$ cat src/rtl/mac_vec.sv
// Pipelined signed vector multiply-accumulate with a valid/ready beat input and a held result.
// Define MAC_VEC_SAT_EN for a saturating accumulator with a sticky overflow flag.
module mac_vec #(
  parameter int unsigned DATA_WIDTH = 4,
  parameter int unsigned LANES      = 4,
  parameter int unsigned ACC_WIDTH  = 16,
  parameter int unsigned CNT_WIDTH  = 8
) (
  input  logic                          clk,
  input  logic                          reset,
  input  logic                          in_valid,
  output logic                          in_ready,
  input  logic [LANES*DATA_WIDTH-1:0]   in_act,
  input  logic [LANES*DATA_WIDTH-1:0]   in_weight,
  input  logic                          in_last,
  output logic                          out_valid,
  input  logic                          out_ready,
  output logic [ACC_WIDTH-1:0]          out_data,
  output logic [CNT_WIDTH-1:0]          out_beats,
  output logic                          out_ovf
);

  localparam int unsigned SumWidth = 2 * DATA_WIDTH + $clog2(LANES);
  localparam int unsigned OpWidth  = LANES * DATA_WIDTH;

  typedef enum logic [1:0] {StAccum, StFlush, StOut} state_e;

  state_e               st_q, st_d;
  logic [1:0]           flush_cnt_q, flush_cnt_d;
  logic [OpWidth-1:0]   act_q, act_d;
  logic [OpWidth-1:0]   wgt_q, wgt_d;
  logic                 s1_vld_q, s1_vld_d;
  logic                 s2_vld_q, s2_vld_d;
  logic [SumWidth-1:0]  sum_q, sum_d;
  logic [ACC_WIDTH-1:0] acc_q, acc_d;
  logic [ACC_WIDTH-1:0] out_data_q, out_data_d;
  logic [CNT_WIDTH-1:0] cnt_q, cnt_d;
  logic                 ovf_q, ovf_d;
  logic                 out_valid_q, out_valid_d;

  logic                        accept;
  logic                        hshake;
  logic [SumWidth-1:0]         a_ext, w_ext;
  logic signed [SumWidth-1:0]  sum_s;
  logic signed [ACC_WIDTH-1:0] sum_ext;
  logic [ACC_WIDTH-1:0]        acc_next;
  logic                        clamp;

  assign in_ready = (st_q == StAccum);
  assign accept   = in_valid && in_ready;
  assign hshake   = (st_q == StOut) && out_ready;

  // Operands are widened to the full sum width so every product and partial sum is exact.
  always_comb begin
    a_ext = '0;
    w_ext = '0;
    sum_d = '0;
    for (int i = 0; i < LANES; i++) begin
      a_ext = {{(SumWidth-DATA_WIDTH){act_q[i*DATA_WIDTH+DATA_WIDTH-1]}},
               act_q[i*DATA_WIDTH +: DATA_WIDTH]};
      w_ext = {{(SumWidth-DATA_WIDTH){wgt_q[i*DATA_WIDTH+DATA_WIDTH-1]}},
               wgt_q[i*DATA_WIDTH +: DATA_WIDTH]};
      sum_d = sum_d + a_ext * w_ext;
    end
  end

  assign sum_s   = sum_q;
  assign sum_ext = ACC_WIDTH'(sum_s);

`ifdef MAC_VEC_SAT_EN
  logic [ACC_WIDTH:0] acc_sum;

  always_comb begin
    acc_sum  = {acc_q[ACC_WIDTH-1], acc_q} + {sum_ext[ACC_WIDTH-1], sum_ext};
    acc_next = acc_sum[ACC_WIDTH-1:0];
    clamp    = 1'b0;
    // Top two bits disagreeing means the exact sum left the representable range.
    if (acc_sum[ACC_WIDTH] != acc_sum[ACC_WIDTH-1]) begin
      clamp    = 1'b1;
      acc_next = acc_sum[ACC_WIDTH] ? {1'b1, {(ACC_WIDTH-1){1'b0}}}
                                    : {1'b0, {(ACC_WIDTH-1){1'b1}}};
    end
  end
`else
  assign acc_next = acc_q + sum_ext;
  assign clamp    = 1'b0;
`endif

  always_comb begin
    st_d        = st_q;
    flush_cnt_d = flush_cnt_q;
    out_valid_d = out_valid_q;
    out_data_d  = out_data_q;
    unique case (st_q)
      StAccum: begin
        if (accept && in_last) begin
          st_d        = StFlush;
          flush_cnt_d = '0;
        end
      end
      StFlush: begin
        // Wait until the last beat has drained through stages 2 and 3 into acc_q.
        if (flush_cnt_q == 2'd2) begin
          st_d        = StOut;
          out_valid_d = 1'b1;
          out_data_d  = acc_q;
        end else begin
          flush_cnt_d = flush_cnt_q + 2'd1;
        end
      end
      StOut: begin
        if (out_ready) begin
          st_d        = StAccum;
          out_valid_d = 1'b0;
        end
      end
      default: st_d = StAccum;
    endcase
  end

  always_comb begin
    act_d    = accept ? in_act : act_q;
    wgt_d    = accept ? in_weight : wgt_q;
    s1_vld_d = accept;
    s2_vld_d = s1_vld_q;

    acc_d = acc_q;
    if (hshake) begin
      acc_d = '0;
    end else if (s2_vld_q) begin
      acc_d = acc_next;
    end

    cnt_d = cnt_q;
    if (hshake) begin
      cnt_d = '0;
    end else if (accept && (cnt_q != {CNT_WIDTH{1'b1}})) begin
      cnt_d = cnt_q + 1'b1;
    end

    ovf_d = ovf_q;
    if (hshake) begin
      ovf_d = 1'b0;
    end else if (s2_vld_q && clamp) begin
      ovf_d = 1'b1;
    end
  end

  always_ff @(posedge clk) begin
    if (!reset) begin
      st_q        <= StAccum;
      flush_cnt_q <= '0;
      act_q       <= '0;
      wgt_q       <= '0;
      s1_vld_q    <= 1'b0;
      s2_vld_q    <= 1'b0;
      sum_q       <= '0;
      acc_q       <= '0;
      out_data_q  <= '0;
      cnt_q       <= '0;
      ovf_q       <= 1'b0;
      out_valid_q <= 1'b0;
    end else begin
      st_q        <= st_d;
      flush_cnt_q <= flush_cnt_d;
      act_q       <= act_d;
      wgt_q       <= wgt_d;
      s1_vld_q    <= s1_vld_d;
      s2_vld_q    <= s2_vld_d;
      sum_q       <= sum_d;
      acc_q       <= acc_d;
      out_data_q  <= out_data_d;
      cnt_q       <= cnt_d;
      ovf_q       <= ovf_d;
      out_valid_q <= out_valid_d;
    end
  end

  assign out_valid = out_valid_q;
  assign out_data  = out_data_q;
  assign out_beats = cnt_q;
  assign out_ovf   = ovf_q;

endmodule

$ cat config.mk
export PLATFORM = sky130hd
export DESIGN_NAME = mac_vec
export DESIGN_NICKNAME = d
export VERILOG_FILES = /design/src/rtl/mac_vec.sv
export SDC_FILE = /design/constraint.sdc
export NUM_CORES = 1
export LEC_CHECK = 0
export BUFFER_PORTS_ARGS = -buffer_cell sky130_fd_sc_hd__buf_4
export CAP_MARGIN = 20
export CORE_ASPECT_RATIO = 0.7
export CORE_MARGIN = 2
export CORE_UTILIZATION = 30
export DETAILED_ROUTE_END_ITERATION = 12
export PLACE_DENSITY = 0.55
export SETUP_SLACK_MARGIN = 0.1
export SLEW_MARGIN = 25
export SYNTH_ARGS = -nofsm -noshare
export SYNTH_HDL_FRONTEND = slang
export SYNTH_SLANG_ARGS = --single-unit
export TNS_END_PERCENT = 100
$ cat constraint.sdc
create_clock -name clk -period 17.4 [get_ports clk]
set_input_delay 2.61 -clock clk [delete_from_list [all_inputs] [get_ports clk]]
set_output_delay 2.61 -clock clk [all_outputs]
set_load 0.01 [all_outputs]
==> impl_summary.md, run 1 <==
Run status
The flow ran to the end, and the final reports show no timing, DRC or antenna violations.

Timing
The maximum clock skew at final layout is 9.84 ps. At the pin with the least slew margin, the transition time is 734 ps. The number of pins with negative max-slew slack in the final report is 0. Setup repair after global routing left no endpoint under its margin. The final setup slack of the worst path is 10660 ps. Dividing the final minimum period by the clock period gives 38.8%. In this run the tightest slew margin relative to its limit is 50.9%. The setup TNS is 0 ps. The number of failing setup endpoints in the final timing report is 0. The final worst hold slack is 435 ps. The time the final worst path needs with I/O delays and setup is 6740 ps. The count of endpoints failing hold in the final timing report is 0. Derived from the worst setup path, the maximum achievable clock frequency is 148 MHz.

Cells and area
Leaving out fill and tap cells, the most frequent cell in the layout is nand2_1. Compared with the post-synthesis result, the final layout area differs by 15.9%. In the final layout, the share of cells above drive strength 1 is 11.1%. The number of fill cells in the layout is 2384.

The final cell utilization of the core is 35.2%. The library cells used most frequently in the layout, excluding fill and tap cells, are nand2_1 (134), inv_1 (109), dfxtp_1 (89), fa_1 (75), a21oi_1 (66). The finished cells cover 7950 µm².

The total inserted antenna cells is 0. Once layout is complete, the cells apart from fillers number 1151. The final layout net count is 1002.

Place
The HPWL after detailed placement is 12700 µm. The placed instances occupy a cell area of 7630 µm². Including well taps, the total number of placed cells is 1135.

Before CTS, the worst setup slack after placement is 10630 ps. The routability congestion estimate is 0.877. In this run the tool buffered the top-level ports with 62 buffer cells.

Setup path
STA classifies the critical path startpoint as a flop. The critical path required time is 17630 ps. In this design, the stage delay of the slowest critical-path cell is 560 ps. For flop-to-flop paths, the worst setup slack is 10660 ps. Data arrives at the worst endpoint at 6970 ps. The highest-delay cell along the critical path is fa_1. The category of the worst setup path capture point is a flop. The signal on the critical path passes through nand2b_1 -> fa_1 -> fa_1 -> fa_1 -> inv_1 -> ha_1 -> inv_1 -> fa_1 -> inv_1 -> fa_1 -> inv_1 -> fa_1 -> fa_1 -> inv_1 -> fa_1 -> fa_1 -> ha_1 -> nor2b_1 -> o31a_1 -> o41ai_1 -> xnor2_1 -> nor2_1.

The critical path class is reg -> reg. The count of cells along the worst register-to-register path is 22. The instance count on the critical path is 22. The largest fanout of any net on the critical path is 5. The critical path contains buffers and inverters numbering 5 combined. The family with the most delay on the worst path is adder cells. The most numerous cell on the critical path is fa_1.

Floorplanning
In this run the count of I/O pins placed on the die edge is 64. After floorplanning, the core was divided into 46 placement rows. Measured along the x axis, the die boundary spans 185 µm. From bottom edge to top edge, the die measures 130 µm.

The effective utilization at floorplan is 30.4%. The core box area is 22600 µm². The floorplan step defined a die boundary enclosing 24100 µm².

GRT
Global routing used 14.0% of the available tracks across all layers. The initial antenna violation count is 0. The via count of the first global-routing pass is 5030. The first global-routing pass estimated 26200 µm of wire. The pin count of the biggest net entering global routing is 52.

For this run the aggregate overflow at the end of global routing stands at 0.

Routing
The number of routed nets with antenna violations is 0. For this block, the routed nets add up to 15900 µm of wire. The number of iterations in the first detailed-routing pass is 4. After detailed routing, the average wire length per cell comes to 13.8 µm. The iteration-0 DRC count of the detailed router is 287. After detailed routing, the number of vias per cell comes to 4.48. In the routed design, unresolved DRC markers number 0. Summing over every cut layer, the via total after detailed routing is 5156.

Clocking
TritonCTS built the clock tree. In this run the post-CTS setup repair buffer count came out at 0. The master cell of the clock root buffer is clkbuf_16. The number of clock sinks is 89. The quantity of gates resized following cts is 0. The clock reaches the later pin of the worst-skew pair after 350 ps. The CTS clock-pin slew for the worst setup and hold paths is 70 ps. The number of hold-repair buffers added at the cts stage is 0. The H-tree was split into 3 levels.

The clock passes through at most 2 buffers. Clock tree synthesis inserted a total of 9 buffers.

Yosys
Counting every net in the synthesized netlist gives 950. The area of the mapped netlist is 6850 µm². The synthesized flop and latch total is 89.

The synthesized design contains 0 enable-type register cells. The proportion of synthesized flip-flops having asynchronous set or reset is 0%. The synthesized area divided by synthesized cell count is 8.76 µm².

The number of standard cells after synthesis is 782. The number of unique standard cell types used by synthesis is 59. For this run, the number of Yosys warnings is 0. The sequential fraction of the synthesis area is 26.0%. For this run, the leading register cell type out of synthesis is dfxtp_1.

Flow run
Across the run, the number of max-cap violations was 0.

Power and ir drop
The total chip power is 0.652 mW. Across the VDD grid, the largest voltage drop is 0.0506 mV. The ratio of total power to cell area is 82.1 nW/µm². The analysis attributes to cell leakage a power of 3.64 nW.

Hold path
The cell depth of the worst hold path is 1. In this run the worst hold path is classified as reg -> reg.
registers in the layout, summed over array words and instances (netlist names):
| name | count |
|---|---|
| out_valid | 1 |
| sum_q | 10 |
| out_beats | 8 |
| s1_vld_q | 1 |
| flush_cnt_q | 2 |
| wgt_q | 16 |
| s2_vld_q | 1 |
| st_q | 2 |
| out_data | 16 |
| act_q | 16 |
| acc_q | 16 |
metal layers:
layer  routed length [µm]  GRT usage, %
met1                 8880          22.1
met2                 6280          19.4
met3                  663          2.88
met4                   87          2.52
met5                    0             0
worst paths after layout:
path              from        to
max          act_q[12]  sum_q[9]
min           s1_vld_q  s2_vld_q
max reg2reg  act_q[12]  sum_q[9]
min reg2reg   s1_vld_q  s2_vld_q
kinds of logic after synthesis:
logic type / count (synthesis) / share of synthesized area [%]
DFF: 89 / 26.0
adders and majority gates: 131 / 32.1
and+or+nand+nor: 264 / 17.9
buffers and inverters: 134 / 7.47
xor gates and xnor gates: 36 / 4.60
AOI/OAI and AO/OA: 117 / 10.4
other: 1 / 0.0547
muxes: 10 / 1.46
cell type report:
| type | instances | area, µm² | share of cell area, % |
|---|---|---|---|
| Tap cell | 312 | 390 | 4.91 |
| Inverter | 111 | 417 | 5.24 |
| Clock inverter | 5 | 62.6 | 0.787 |
| Clock buffer | 11 | 243 | 3.06 |
| Sequential cell | 89 | 1780 | 22.4 |
| Multi-Input combinational cell | 559 | 4570 | 57.5 |
| Timing Repair Buffer | 64 | 480 | 6.05 |
power breakdown:
group	leakage, nW	internal, mW	switching (mW)
Sequential	0.726	0.220	0.0184
Clock	0.143	0.117	0.0888
Combinational	2.77	0.0927	0.116
synthesized netlist by cell type, types with 2 or more instances:
master	instances	area, µm²
nor2_1	41	154
nor2b_1	6	37.5
xnor2_1	22	193
o21a_1	3	22.5
and3_1	4	25.0
o21ai_1	2	10.0
o21ai_2	4	35.0
nor4b_1	2	17.5
a211oi_1	4	30.0
clkbuf_1	19	71.3
and2_1	37	231
buf_4	2	15.0
nand2b_1	7	43.8
a21o_1	6	45.0
fa_1	75	1500
a21oi_2	2	17.5
mux2i_1	10	100
a31oi_1	4	25.0
ha_1	56	701
or3_1	3	18.8
o21bai_1	2	15.0
o22ai_1	3	18.8
a21oi_1	66	330
o21ai_0	8	40.0
nor3_1	6	30.0
nand3_1	11	55.1
dfxtp_1	89	1780
nand2_1	135	507
o211ai_1	2	15.0
xor2_1	14	123
inv_1	109	409
Note: power is estimated with default switching activity, not from simulation.
==> run 2, diff against run 1 <==
--- a/config.mk
+++ b/config.mk
@@ -11,7 +11,7 @@
 export CORE_MARGIN = 2
 export CORE_UTILIZATION = 30
 export DETAILED_ROUTE_END_ITERATION = 12
-export PLACE_DENSITY = 0.55
+export PLACE_DENSITY = 0.57
 export SETUP_SLACK_MARGIN = 0.1
 export SLEW_MARGIN = 25
 export SYNTH_ARGS = -nofsm -noshare
==> constraint.sdc (replaced) <==
create_clock -name clk -period 5.7 [get_ports clk]
set_input_delay 0.855 -clock clk [delete_from_list [all_inputs] [get_ports clk]]
set_output_delay 0.855 -clock clk [all_outputs]
set_load 0.01 [all_outputs]
==> run 2 against run 1 <==
Net effect: the run now ends with negative setup slack left; clock skew barely moved; sequential power rose to 3.0 times the previous value; setup slack got worse by 11000 ps; sequential share of layout area fell by 1.1 points; core utilization rose by 1.9 points; routed wire length rose by 1.8%; clock power rose to 2.8 times the previous value; sequential cell count did not move; final cell count rose by 2.6%; highest routed layer unchanged.
==> impl_summary.md, run 2 (same netlist as run 1, synthesis figures left out) <==
Clocking
The depth of the CTS H-tree is 3 (unchanged). The total CTS buffers came to 9 (unchanged). The number of hold-repair buffers added at the cts stage is 0 (unchanged).

The clock tree from TritonCTS is yes (unchanged). The number of clock sinks is 89 (unchanged). The CTS clock-pin slew for the worst setup and hold paths is 70 ps (about the same). The maximum buffer depth of the clock tree is 2 (unchanged). The clock latency of the later-clocked register in the worst-skew pair came to 350 ps (about the same). The master cell of the clock root buffer was clkbuf_16 (unchanged).

GRT
The initial antenna violation count is 0 (unchanged). The total routing usage reported by global routing is 14.1% (was 14.0%). The pin count of the biggest net entering global routing came to 46 (was 52). The via count of the first global-routing pass came to 5138 (was 5030). The first-pass GRT wire length came to 26400 µm (was 26200 µm).

The total congestion overflow after global routing is 0 (unchanged).

Routing
The iteration-0 DRC count of the detailed router is 195 (was 287). The detailed-route DRC error count is 0 (unchanged). The via count is 5272 (was 5156). The number of iterations in the first detailed-routing pass was 4 (unchanged). The wire length reported by the detailed router is 16200 µm (was 15900 µm). The number of routed nets with antenna violations is 0 (unchanged). The number of vias per cell after detailed routing is 4.46 (was 4.48). The routed length per placed instance is 13.7 µm (was 13.8 µm).

Setup path
The critical path class is reg -> reg (unchanged). The startpoint kind of the worst setup timing path is a flop (unchanged). The critical path required time is 5920 ps (was 17630 ps).

The endpoint arrival time on the critical path was 6710 ps (was 6970 ps). The largest fanout of any net on the critical path is 2 (was 5). The category of the worst setup path capture point is a flop (unchanged).

Timing
The final setup slack of the worst path came to -791 ps (was 10660 ps). The count of endpoints failing hold in the final timing report was 0 (unchanged). The headroom to the max-slew limit is 46.6% (was 50.9%). The time the final worst path needs with I/O delays and setup is 6490 ps (was 6740 ps). The timing-limited maximum frequency is 154 MHz (was 148 MHz).

Unrepaired setup endpoints after global routing: yes (was no). The number of pins with negative max-slew slack in the final report is 0 (unchanged). The transition at the pin with the smallest max-transition slack is 799 ps (was 734 ps). The final worst-path cycle share is 114% (was 38.8%). The number of failing setup endpoints in the final timing report is 7 (was 0).

The setup TNS is -3460 ps (was 0 ps). The maximum clock skew at final layout is 9.49 ps (was 9.84 ps).

Power and ir drop
The ratio of total power to cell area is 252 nW/µm² (was 82.1 nW/µm²). The leakage power of the design is 3.81 nW (was 3.64 nW). The total chip power is 2.11 mW (was 0.652 mW). The maximum ir drop on the vdd rail was 0.162 mV (was 0.0506 mV).

Cells and area
The growth of design area from synthesis to finish is 22.2% (was 15.9%). The share of final-layout standard cells stronger than drive strength 1 was 19.4% (was 11.1%). The final layout net count was 1032 (was 1002).

The total inserted antenna cells came to 0 (unchanged). The filler-free cell count of the finished design is 1181 (was 1151). Top library cells by usage in the layout, fill and taps aside: nand2_1 (132), inv_1 (99), buf_4 (91), dfxtp_1 (84), fa_1 (70) (was nand2_1 (134), inv_1 (109), dfxtp_1 (89), fa_1 (75), a21oi_1 (66)).

The number of fill cells in the layout is 2369 (was 2384). The most common cell after layout, fill and taps aside is nand2_1 (unchanged).

Run status
The final reports fail on negative setup slack. Status: finished with violations (was complete, no violations).

Place
The count of buffers from port buffering is 62 (unchanged). The routability congestion estimate was 0.868 (was 0.877). The HPWL after detailed placement is 13100 µm (was 12700 µm). The post-placement cell count is 1161 (was 1135).

Hold path
The type of the most critical hold path is reg -> reg (unchanged).

Floorplanning
The overall die area is 24100 µm² (unchanged). The chip width is 185 µm (unchanged). The effective utilization at floorplan came to 30.4% (unchanged). The row count came to 46 (unchanged). The core box area is 22600 µm² (unchanged). The number of primary I/O pins is 64 (unchanged). The floorplan die height is 130 µm (unchanged).

Flow run
The count of maximum capacitance violations is 0 (unchanged).
==> run 2: layer usage <==
layer  wire length (µm)  GRT usage, %  vias up  part of all wire (%)
met1               8680          21.3     2504                    54
met3                659          2.94       13                   4.1
li1                   -             -     2660                     -
met4                191          3.45        0                   1.2
met2               6660          20.5       95                    41
met5                  0             0        -                     0
==> run 2: metrics by stage <==
stage	hold slack, ps	utilization [%]	area [µm²]	setup WS [ps]
finish	439	37.1	8380	-791
global route	472	37.1	8380	-950
CTS	450	36.7	8270	-787
detailed placement	427	35.1	7930	-875
global placement	414	35.1	7920	-734
floorplan	412	-	6950	-611
==> run 2: worst paths after layout <==
path / from / to / slack (ps) / cells after the start
max: act_q[12] / sum_q[9] / -790 / 22
min: s1_vld_q / s2_vld_q / 440 / 1
max reg2reg: act_q[12] / sum_q[9] / -790 / 22
min reg2reg: s1_vld_q / s2_vld_q / 440 / 1
==> run 2: final cells by class <==
cell class	count	area [µm²]	share of cell area, %
clock inverters	5	38.8	0.463
clock buffers	11	253	3.02
multi-input cells	559	4770	57.0
well taps	312	390	4.66
repair buffers	94	717	8.56
inverters	111	417	4.97
flip-flops and latches	89	1790	21.3
==> run 2: critical path: stages (launching register included) <==
cell and delay, ps:
dfxtp_2 320, nand2b_4 130, fa_1 470, fa_1 520, fa_1 420, inv_2 80
ha_4 130, inv_2 30, fa_2 520, inv_2 30, fa_1 490, inv_2 40
fa_1 460, fa_1 520, inv_1 50, fa_1 460, fa_1 570, ha_4 230
nor2b_4 130, o31a_1 310, o41ai_2 240, xnor2_1 170, nor2_1 50
==> run 2: repair_timing <==
action,in CTS,in global routing
setup buffers,1,3
setup endpoints to repair,7,7
resized for setup,16,17
endpoints found under the hold margin,0,0
pin swaps,14,18
==> run 2: report_power, final <==
part / switching (mW) / total, mW / internal, mW
Clock: 0.259 / 0.580 / 0.321
Sequential: 0.0521 / 0.724 / 0.672
Combinational: 0.405 / 0.804 / 0.399
==> run 3, diff against run 2 <==
--- a/config.mk
+++ b/config.mk
@@ -9,9 +9,9 @@
 export CAP_MARGIN = 20
 export CORE_ASPECT_RATIO = 0.7
 export CORE_MARGIN = 2
-export CORE_UTILIZATION = 30
+export CORE_UTILIZATION = 57
 export DETAILED_ROUTE_END_ITERATION = 12
-export PLACE_DENSITY = 0.57
+export PLACE_DENSITY = 0.86
 export SETUP_SLACK_MARGIN = 0.1
 export SLEW_MARGIN = 25
 export SYNTH_ARGS = -nofsm -noshare
==> constraint.sdc (replaced) <==
create_clock -name clk -period 8 [get_ports clk]
set_input_delay 1.2 -clock clk [delete_from_list [all_inputs] [get_ports clk]]
set_output_delay 1.2 -clock clk [all_outputs]
set_load 0.1 [all_outputs]
==> run 3 against run 2 <==
Net effect: the run now ends clean; sequential cell count unchanged; sequential power decreased by 29%; critical path depth increased by 1; sequential share of layout area increased by 1.7 points; clock power decreased by 30%; combinational power decreased by 42%; hold slack improved by 1.5 ps; power decreased by 34%; critical path type unchanged; critical endpoint unchanged; highest routed layer unchanged.
==> impl_summary.md, run 3 (same netlist as run 1, synthesis figures left out) <==
Power and ir drop
The reported net switching power is 0.487 mW (was 0.716 mW). The ratio of total power to cell area is 180 nW/µm² (was 252 nW/µm²). The portion of total power attributed to the clock network is 29.1% (was 27.5%).

The internal power contribution is 0.901 mW (was 1.39 mW). The maximum ir drop on the vdd rail is 0.122 mV (was 0.162 mV). The leakage power of the design is 3.63 nW (was 3.81 nW). The power share of the combinational group is 33.6% (was 38.1%). The sequential power share was 37.3% (was 34.3%). The fraction of power spent switching nets came to 35.1% (was 34.0%).

Routing
The via count is 5313 (was 5272). The iteration-0 DRC count of the detailed router is 240 (was 195). The number of vias per cell after detailed routing came to 5.33 (was 4.46). The detailed-route DRC error count is 0 (unchanged). The wire length reported by the detailed router is 15100 µm (was 16200 µm). The number of routed nets with antenna violations is 0 (unchanged). The routed length per placed instance is 15.1 µm (was 13.7 µm). The number of iterations in the first detailed-routing pass is 5 (was 4).

Hold path
The destination of the worst hold path is s2_vld_q (unchanged). The type of the most critical hold path is reg -> reg (unchanged). The hold path startpoint is s1_vld_q (unchanged). The cell depth of the worst hold path is 1 (unchanged).

Timing
The time the final worst path needs with I/O delays and setup is 6780 ps (was 6490 ps). The setup TNS is 0 ps (was -3460 ps). The headroom to the max-slew limit was 47.3% (was 46.6%).

Unrepaired setup endpoints after global routing: no (was yes). The transition at the pin with the smallest max-transition slack is 786 ps (was 799 ps). The number of failing setup endpoints in the final timing report is 0 (was 7). The maximum clock skew at final layout is 10.5 ps (was 9.49 ps). The final worst-path cycle share came to 84.7% (was 114%). The timing-limited maximum frequency is 148 MHz (was 154 MHz). The count of endpoints failing hold in the final timing report came to 0 (unchanged). The number of pins with negative max-slew slack in the final report is 0 (unchanged).

Clocking
The quantity of gates resized following cts is 0 (was 16). The maximum buffer depth of the clock tree is 2 (unchanged). The CTS clock-pin slew for the worst setup and hold paths is 70 ps (about the same).

The clock tree from TritonCTS is yes (unchanged). The depth of the CTS H-tree is 3 (unchanged). The number of hold-repair buffers added at the cts stage was 0 (unchanged).

The total CTS buffers was 9 (unchanged). The number of clock sinks is 89 (unchanged). The count of buffers added by post-CTS timing repair for setup came to 0 (was 1). The clock latency of the later-clocked register in the worst-skew pair is 350 ps (about the same). The master cell of the clock root buffer is clkbuf_16 (unchanged).

Setup path
The highest-delay cell along the critical path is fa_1 (unchanged). The capture instance of the worst register-to-register path is sum_q[9] (unchanged). The combined buffer and inverter count along the critical path came to 5 (unchanged). The setup slack of the most critical reg-to-reg path is 1220 ps (was -790 ps). The critical path required time came to 8220 ps (was 5920 ps). The critical path class is reg -> reg (unchanged). The family with the most delay on the worst path is adder cells (unchanged). The most numerous cell on the critical path is fa_1 (unchanged). The largest stage delay on the critical path was 570 ps (about the same). Cells traversed along the worst timing path: nand2b_1 -> fa_1 -> fa_1 -> fa_1 -> inv_1 -> ha_1 -> inv_1 -> fa_1 -> inv_1 -> fa_1 -> fa_1 -> inv_1 -> fa_1 -> fa_1 -> inv_1 -> ha_1 -> ha_1 -> a21oi_1 -> nor2b_1 -> o31a_1 -> o41ai_1 -> xnor2_1 -> nor2_1 (was nand2b_4 -> fa_1 -> fa_1 -> fa_1 -> inv_2 -> ha_4 -> inv_2 -> fa_2 -> inv_2 -> fa_1 -> inv_2 -> fa_1 -> fa_1 -> inv_1 -> fa_1 -> fa_1 -> ha_4 -> nor2b_4 -> o31a_1 -> o41ai_2 -> xnor2_1 -> nor2_1). The startpoint kind of the worst setup timing path is a flop (unchanged).

The endpoint arrival time on the critical path is 7000 ps (was 6710 ps). The count of cells along the worst register-to-register path was 23 (was 22). The largest fanout of any net on the critical path is 5 (was 2). The critical register-to-register path startpoint is act_q[12] (unchanged). The category of the worst setup path capture point was a flop (unchanged).

GRT
The pin count of the biggest net entering global routing is 34 (was 46). The first-pass GRT wire length is 25200 µm (was 26400 µm). The initial antenna violation count is 0 (unchanged). The total routing usage reported by global routing is 25.1% (was 14.1%). The via count of the first global-routing pass is 5278 (was 5138). The total congestion overflow after global routing is 0 (unchanged).

Cells and area
The growth of design area from synthesis to finish is 12.7% (was 22.2%). The final cell utilization of the core is 65.9% (was 37.1%). The share of final-layout standard cells stronger than drive strength 1 is 11.2% (was 19.4%). The most common cell after layout, fill and taps aside is nand2_1 (unchanged). The total inserted antenna cells is 0 (unchanged). The final layout net count is 1003 (was 1032). Top library cells by usage in the layout, fill and taps aside: nand2_1 (134), inv_1 (109), dfxtp_1 (89), fa_1 (75), a21oi_1 (66) (was nand2_1 (132), inv_1 (99), buf_4 (91), dfxtp_1 (84), fa_1 (70)).

Floorplanning
The chip width came to 135 µm (was 185 µm). The row count is 33 (was 46). The core box area came to 11700 µm² (was 22600 µm²). The floorplan die height is 95.7 µm (was 130 µm). The overall die area is 12900 µm² (was 24100 µm²). The effective utilization at floorplan is 58.5% (was 30.4%). The number of primary I/O pins is 64 (unchanged).

Flow run
The count of maximum capacitance violations came to 0 (unchanged).

Place
The routability congestion estimate is 0.943 (was 0.868). The count of buffers from port buffering is 62 (unchanged). The HPWL after detailed placement is 11800 µm (was 13100 µm).

Run status
Status: complete, no violations (was finished with violations).
## run 3: layer usage
layer  track usage [%]  up-vias  share of wire (%)
met3              5.63       20                7.2
met2              39.4      165                 43
met4              6.16        0                1.4
met5                 0        -                  0
li1                  -     2607                  -
met1              35.8     2521                 48
## run 3: cell type report
cell class | count | area (µm²)
Sequential cell | 89 | 1780
Tap cell | 157 | 196
Multi-Input combinational cell | 559 | 4560
Clock buffer | 10 | 239
Timing Repair Buffer | 65 | 488
Inverter | 111 | 417
Clock inverter | 5 | 38.8
Fill cell | 921 | 4000
## run 3: how the worst max path moves through the flow
| stage | slack, ps | startpoint | endpoint | cells past startpoint |
|---|---|---|---|---|
| after floorplan | 1500 | act_q[12] | sum_q[9] | 22 |
| after global placement | 1350 | act_q[12] | sum_q[9] | 22 |
| after detailed placement | 1190 | act_q[12] | sum_q[9] | 23 |
| after CTS | 1190 | act_q[12] | sum_q[9] | 23 |
| after global routing | 940 | act_q[12] | sum_q[9] | 23 |
| final | 1220 | act_q[12] | sum_q[9] | 23 |
## run 3: stage by stage
stage               setup WS, ps  std cells  power, mW  cell area, µm²  hold slack, ps
global route                 943        996       1.48            7720             460
floorplan                   1500        782      0.881            6850             412
detailed placement          1190        981      0.989            7440             422
CTS                         1190        996       1.40            7720             440
finish                      1220        996       1.39            7720             440
global placement            1350        981      0.975            7440             419
## run 3: power groups by stage
stage                     Sequential, mW  Combinational, mW  Clock, mW
after global placement             0.524              0.451          0
after global routing               0.521              0.533      0.429
final                              0.517              0.466      0.404
after detailed placement           0.526              0.463          0
after floorplan                    0.518              0.363          0
after CTS                          0.516              0.468      0.412
## run 3: worst register-to-register path, stage by stage, from the launching register on
cell,delay [ps]
dfxtp_1,340
nand2b_1,170
fa_1,570
fa_1,440
fa_1,510
inv_1,40
ha_1,260
inv_1,50
fa_1,470
inv_1,50
fa_1,460
fa_1,510
inv_1,50
fa_1,460
fa_1,550
inv_1,50
ha_1,280
ha_1,340
a21oi_1,190
nor2b_1,90
o31a_1,260
o41ai_1,310
xnor2_1,160
nor2_1,50
